File: src/rtl/fetch_unit.sv
// ---------------------------------------------------------------------------
// fetch_unit
//
// Instruction-fetch stage. Owns the PC register and issues instruction-memory
// requests. Buffers a response that arrives while IF/ID is stalled, and holds
// the IF/ID pipeline register. Control-unit flow signals (pcSel, pcStall,
// ifidStall, instNop) are applied in the cycle they are presented.
//
// Ports
//   clk, reset      : single clock, synchronous active-high reset
//   pcSel           : next-PC select (0 PC+4, 1 branchTarget, 2 jalrTarget,
//                     3 RESET_PC)
//   branchTarget    : branch/JAL target from ID
//   jalrTarget      : JALR target from ID (bit 0 cleared here)
//   pcStall         : hold PC and suppress any redirect this cycle
//   ifidStall       : hold IF/ID contents
//   instNop         : the instruction entering IF/ID becomes NOP_INST
//   imemReq/Addr    : request strobe and word-aligned address
//   imemValid/Data  : response, at least one cycle after imemReq
//   dInst/dPc/dPc4  : IF/ID instruction, PC and PC+4
//   dValid          : IF/ID holds a real instruction
//   fetchBusy       : no instruction is available to IF/ID this cycle
//   dbgState        : current FSM state (0 FETCH, 1 WAIT, 2 HAVE)
//
// Memory handshake: imemReq is a one-cycle strobe raised only in FETCH, so at
// most one request is outstanding. The memory answers with exactly one
// imemValid pulse, carrying imemData, one or more cycles later. There is no
// back-pressure toward memory: a response is always consumed in the cycle it
// arrives, either into IF/ID, into the local buffer, or dropped as stale.
// ---------------------------------------------------------------------------
module fetch_unit #(
  parameter int              XLEN     = 64,
  parameter logic [XLEN-1:0] RESET_PC = '0,
  parameter logic [31:0]     NOP_INST = 32'h0000_0013
) (
  input  logic            clk,
  input  logic            reset,
  input  logic [1:0]      pcSel,
  input  logic [XLEN-1:0] branchTarget,
  input  logic [XLEN-1:0] jalrTarget,
  input  logic            pcStall,
  input  logic            ifidStall,
  input  logic            instNop,
  output logic            imemReq,
  output logic [XLEN-1:0] imemAddr,
  input  logic            imemValid,
  input  logic [31:0]     imemData,
  output logic [31:0]     dInst,
  output logic [XLEN-1:0] dPc,
  output logic [XLEN-1:0] dPc4,
  output logic            dValid,
  output logic            fetchBusy,
  output logic [1:0]      dbgState
);

  typedef enum logic [1:0] {
    S_FETCH = 2'd0,
    S_WAIT  = 2'd1,
    S_HAVE  = 2'd2
  } state_t;

  state_t          state, state_nxt;
  logic [XLEN-1:0] pc, pc_nxt;
  logic            discard, discard_nxt;
  logic [31:0]     ibuf, ibuf_nxt;
  logic [31:0]     dinst_nxt;
  logic [XLEN-1:0] dpc_nxt, dpc4_nxt;
  logic            dvalid_nxt;

  logic            resp_ok;
  logic            resp_stale;
  logic            avail;
  logic [31:0]     inst;
  logic            stall;
  logic            fire;
  logic            redirect;
  logic [XLEN-1:0] pc_plus4;
  logic [XLEN-1:0] jalr_aligned;
  logic [XLEN-1:0] sel_pc;

  // Datapath and availability.
  always_comb begin
    pc_plus4     = pc + XLEN'(4);
    jalr_aligned = jalrTarget & ~{{(XLEN-1){1'b0}}, 1'b1};
    case (pcSel)
      2'd0:    sel_pc = pc_plus4;
      2'd1:    sel_pc = branchTarget;
      2'd2:    sel_pc = jalr_aligned;
      default: sel_pc = RESET_PC;
    endcase

    // imemValid is meaningless while reset is asserted.
    resp_ok    = !reset && (state == S_WAIT) && imemValid && !discard;
    resp_stale = !reset && (state == S_WAIT) && imemValid && discard;
    avail      = resp_ok || (!reset && (state == S_HAVE));
    inst       = (state == S_HAVE) ? ibuf : imemData;

    // pcStall alone still freezes the whole stage, so it counts as a stall.
    stall    = ifidStall || pcStall;
    fire     = avail && !stall;
    redirect = (pcSel != 2'd0) && !pcStall;

    imemReq   = !reset && (state == S_FETCH);
    imemAddr  = {pc[XLEN-1:2], 2'b00};
    fetchBusy = !avail;
    dbgState  = state;
  end

  // Next-state logic.
  always_comb begin
    state_nxt   = state;
    pc_nxt      = pc;
    discard_nxt = discard;
    ibuf_nxt    = ibuf;
    dinst_nxt   = dInst;
    dpc_nxt     = dPc;
    dpc4_nxt    = dPc4;
    dvalid_nxt  = dValid;

    if (fire) begin
      dinst_nxt   = instNop ? NOP_INST : inst;
      dpc_nxt     = pc;
      dpc4_nxt    = pc_plus4;
      dvalid_nxt  = !instNop;
      pc_nxt      = sel_pc;
      state_nxt   = S_FETCH;
      discard_nxt = 1'b0;
    end else begin
      // Nothing to hand over and IF/ID free: push a bubble, keep dPc/dPc4.
      if (!avail && !ifidStall) begin
        dinst_nxt  = NOP_INST;
        dvalid_nxt = 1'b0;
      end

      if (redirect) begin
        pc_nxt = sel_pc;
        case (state)
          S_FETCH: begin
            // The request leaving this cycle still carries the old pc, so
            // its answer must be thrown away.
            state_nxt   = S_WAIT;
            discard_nxt = 1'b1;
          end
          S_WAIT: begin
            if (imemValid) begin
              // Response for the old path arrives now: drop it and refetch.
              state_nxt   = S_FETCH;
              discard_nxt = 1'b0;
            end else begin
              discard_nxt = 1'b1;
            end
          end
          default: begin
            state_nxt = S_FETCH;
          end
        endcase
      end else if (avail) begin
        if (state == S_WAIT) begin
          ibuf_nxt = imemData;
        end
        state_nxt = S_HAVE;
      end else if (resp_stale) begin
        state_nxt   = S_FETCH;
        discard_nxt = 1'b0;
      end else if (state == S_FETCH) begin
        state_nxt = S_WAIT;
      end
    end
  end

  always_ff @(posedge clk) begin
    if (reset) begin
      state   <= S_FETCH;
      pc      <= RESET_PC;
      discard <= 1'b0;
      ibuf    <= NOP_INST;
      dInst   <= NOP_INST;
      dPc     <= '0;
      dPc4    <= '0;
      dValid  <= 1'b0;
    end else begin
      state   <= state_nxt;
      pc      <= pc_nxt;
      discard <= discard_nxt;
      ibuf    <= ibuf_nxt;
      dInst   <= dinst_nxt;
      dPc     <= dpc_nxt;
      dPc4    <= dpc4_nxt;
      dValid  <= dvalid_nxt;
    end
  end

endmodule
File: config.mk
export PLATFORM = sky130hd
export DESIGN_NAME = fetch_unit
export DESIGN_NICKNAME = d
export VERILOG_FILES = /design/src/rtl/fetch_unit.sv
export SDC_FILE = /design/constraint.sdc
export NUM_CORES = 1
export LEC_CHECK = 0
export CAP_MARGIN = 20
export CORE_ASPECT_RATIO = 1.5
export CORE_MARGIN = 2
export CORE_UTILIZATION = 40
export DETAILED_ROUTE_END_ITERATION = 8
export PLACE_DENSITY_LB_ADDON = 0.25
export SYNTH_ARGS = -nofsm -noshare
export SYNTH_HDL_FRONTEND = slang
export SYNTH_SLANG_ARGS = --single-unit
File: constraint.sdc
create_clock -name clk -period 3.35 [get_ports clk]
set_input_delay 0.5025 -clock clk [delete_from_list [all_inputs] [get_ports clk]]
set_output_delay 0.5025 -clock clk [all_outputs]
set_load 0.01 [all_outputs]
==> summary.md <==
The run finished with clean final reports. For this run, the post-layout net count is 2094. At the placement stage, the worst setup path has a slack of 369 ps. The effective utilization at floorplan was 40.6%. The run gives 3770 ps as the worst endpoint required time. The post-synthesis async set-or-reset flop share works out to 0%. The worst min-delay path class is input pin to flop. A synthesized cell averages 7.92 um^2. The final period utilization came out at 91.3%. The via count of the first global-routing pass is 12800. The post-synthesis to final-layout area growth is 38.7%.

Dividing the detail-routed via count by the number of cells gives 5.57. Number of buffers inserted during clock tree synthesis: 26. Hold buffer count at cts: 0. The tree is rooted in a sky130_fd_sc_hd__clkbuf_16. In the final routed layout, each cell accounts on average for 20.4 um. The post-detailed-route count of antenna-violating nets came out at 0. Kind of launch point of the worst setup path: a flop. Entering global routing, the biggest net connects 175 pins.

STA puts the critical path data arrival time at 3480 ps. TritonCTS built the clock tree. The routability congestion estimate from global placement came out at 0.937.

The deepest clock path buffer count came out at 3. The die outline width was 151 um. After layout, the worst setup slack is 292 ps. The largest individual stage delay along the critical path comes from the cell sky130_fd_sc_hd__nor4_1.

Across the whole layout, storage elements account for 5160 um^2. Along the worst path, the maximum fanout reaches 9. The logs give 77 for the post-synthesis cell type count and 0 for the post-cts sizing count.

Across the routed clock network, the largest skew measured is 25.1 ps. The die covers 33800 um^2. The most common library cell in the layout ignoring fill and taps was sky130_fd_sc_hd__clkdlybuf4s50_1. The setup check on the worst reg-to-reg path leaves a slack of 290 ps.

The run gives 31800 um^2 as the total core area. The critical path goes through nand4_1 -> nor3_2 -> nand3_1 -> nor4_1 -> o21ai_0 -> a211o_1. The tools report the leakage power of the design as 6.56 nW. The longest individual stage delay on the worst path came out at 700 ps. The tools report the top-level I/O count as 397. After global routing the overflow that remains totals 0.

The row count is 80, and the transition time at the pin with the least slew margin is 768 ps. The setup path with the least slack is of type flop to flop. The clock reaches the later pin of the worst-skew pair after 550 ps.

The number of flip-flops and latches in the synthesized netlist was 258; the buffers inserted during post-CTS setup optimization was 0. The logs give 1 for the count of H-tree levels built during CTS and 72700 um for the first-pass GRT wire length. The number of clock sinks seen by CTS came out at 258. The clock-pin slew of the registers on the worst-case setup and hold paths is 70 ps, and the post-synth design cell area is 12900 um^2. The share of the Yosys chip area taken by registers is 40.0%. Once layout is done, the placed cells without fillers occupy 17900 um^2.

The tool flagged a number of max-cap violations equal to 0. Setup repair after global routing left no endpoint under its margin. Power density normalized to cell area: 402 nW/um^2.

The run gives 0 as the final hold violation count. The worst-case hold slack was 392 ps; the overall die height was 224 um. The routed design has 48200 um of wire. The initial antenna violation count is 4. The most common flop cell mapped by yosys is sky130_fd_sc_hd__dfxtp_1. After the first detailed-routing iteration, the DRC count stood at 860. In the synthesized netlist, the number of instances is 1632. In this run the cell area measured after placement is 17000 um^2.

The total of warnings raised by yosys came out at 0. STA classifies the critical path endpoint as a flop. For this block, the via count after detailed routing is 13100.

The count of input and output buffers was 393; the multi-input combinational cell area was 6700 um^2. After detailed routing, the number of remaining DRC violations is 0. Setup violations remaining at the end of the flow were counted as 0. The post-detailed-placement half-perimeter wirelength was 35100 um; the overall fraction of global-route tracks in use was 27.6%. The setup TNS was 0 ps. The final count of pins violating max slew is 0.

The library cells used most frequently in the layout, excluding fill and tap cells, are 392 x sky130_fd_sc_hd__clkdlybuf4s50_1, 322 x sky130_fd_sc_hd__nand2_1, 258 x sky130_fd_sc_hd__dfxtp_1. The number of synthesized flops with an enable pin was 0; the final critical-path required period was 3060 ps. The filler cells instantiated in the layout total 2932.

The headroom to the max-slew limit was 48.1%; the detailed-router iteration count before antenna repair was 7. Of the cells placed in the final design, the portion with a size suffix greater than 1 is 8.08%. The logs give 0.403 mV for the largest vdd supply drop and 0.327 GHz for the maximum clock rate.
[path summary, 6_finish.rpt]
| path | startpoint | to | depth (start not counted) |
|---|---|---|---|
| setup / recovery | pc[4] | pc[59] | 6 |
| hold / removal | reset | pc[44] | 2 |
| setup reg to reg | pc[4] | pc[59] | 6 |
| hold reg to reg | pc[0] | dPc[0] | 2 |
[state kept, by name, summed over array words and instances (netlist names)]
register / flops
dbgState: 2
ibuf: 32
dValid: 1
discard: 1
dPc4: 62
dInst: 32
pc: 64
dPc: 64
[cells by family (layout without fill, tap and decap cells)]
kind of cell,after synthesis,count (layout),synth area share [%]
simple gates,725,725,28.9
compound gates,365,365,18.3
flops,258,258,40.0
buf+inv,222,533,8.59
xor+xnor,58,58,3.93
mux,2,2,0.165
fa+ha+maj,1,1,0.0968
other cells,1,5,0.0290
[synthesized netlist by cell type, types with 4 or more instances]
library cell,number,area [um^2]
sky130_fd_sc_hd__nor4_2,6,75.1
sky130_fd_sc_hd__nor4_1,14,87.6
sky130_fd_sc_hd__o311ai_0,5,43.8
sky130_fd_sc_hd__nand3_1,33,165
sky130_fd_sc_hd__a211oi_1,4,30.0
sky130_fd_sc_hd__buf_2,16,80.1
sky130_fd_sc_hd__buf_4,68,510
sky130_fd_sc_hd__a221oi_1,7,61.3
sky130_fd_sc_hd__o21ai_0,117,586
sky130_fd_sc_hd__or4_4,4,45.0
sky130_fd_sc_hd__o22ai_1,6,37.5
sky130_fd_sc_hd__nor2_1,99,372
sky130_fd_sc_hd__clkbuf_1,117,439
sky130_fd_sc_hd__o32a_1,7,70.1
sky130_fd_sc_hd__nor3_1,27,135
sky130_fd_sc_hd__and4_1,6,52.6
sky130_fd_sc_hd__and2_1,4,25.0
sky130_fd_sc_hd__a21oi_1,72,360
sky130_fd_sc_hd__and3_1,14,87.6
sky130_fd_sc_hd__a21o_1,13,97.6
sky130_fd_sc_hd__nand3b_1,130,976
sky130_fd_sc_hd__a211o_1,15,131
sky130_fd_sc_hd__nand2b_1,9,56.3
sky130_fd_sc_hd__or2_2,5,31.3
sky130_fd_sc_hd__o32ai_1,5,43.8
sky130_fd_sc_hd__xnor2_1,36,315
sky130_fd_sc_hd__a31oi_1,7,43.8
sky130_fd_sc_hd__or3_1,9,56.3
sky130_fd_sc_hd__inv_1,16,60.1
sky130_fd_sc_hd__xor2_1,22,193
sky130_fd_sc_hd__a22o_1,15,131
sky130_fd_sc_hd__a22oi_1,65,488
sky130_fd_sc_hd__dfxtp_1,258,5160
sky130_fd_sc_hd__nand2_1,322,1210
sky130_fd_sc_hd__nand4_1,18,113
[report_power, final]
part / internal [mW] / leakage [nW] / total, mW / switching (mW)
registers: 3.13 / 2.09 / 3.22 / 0.0846
clock network: 1.84 / 0.436 / 3.10 / 1.27
logic: 0.468 / 4.04 / 0.891 / 0.423
[layout make-up]
type                            instances  share of cell area [%]
Clock inverter                          9                   0.712
Timing Repair Buffer                  469                    25.5
Antenna cell                            3                  0.0419
Inverter                               17                   0.356
Multi-Input combinational cell       1153                    37.4
Sequential cell                       258                    28.8
Clock buffer                           38                    4.33
Tap cell                              410                    2.86
[per-layer routing]
layer	GRT usage [%]	up-vias	wire, um
li1	-	6237	-
met1	29.8	6225	17200
met2	50.5	557	24800
met3	6.05	103	4020
met4	12.7	0	2250
met5	0	-	0
[worst max-delay path: cells and delay by family (launching register included)]
| family | cells | cell delay (ps) |
|---|---|---|
| and+or+nand+nor | 4 | 1890 |
| AOI/OAI and AO/OA | 2 | 530 |
| DFF | 1 | 520 |
[metrics by stage]
stage          power, mW  utilization [%]  instances
6_report            7.21             56.3       2357
5_1_grt             7.45             56.3       2355
4_1_cts             7.27             56.2       2353
3_5_place_dp        4.17             53.4       2306
3_3_place_gp        4.16             53.4       2306
2_1_floorplan       3.71                -       1633
(Power assumes the default switching activity.)
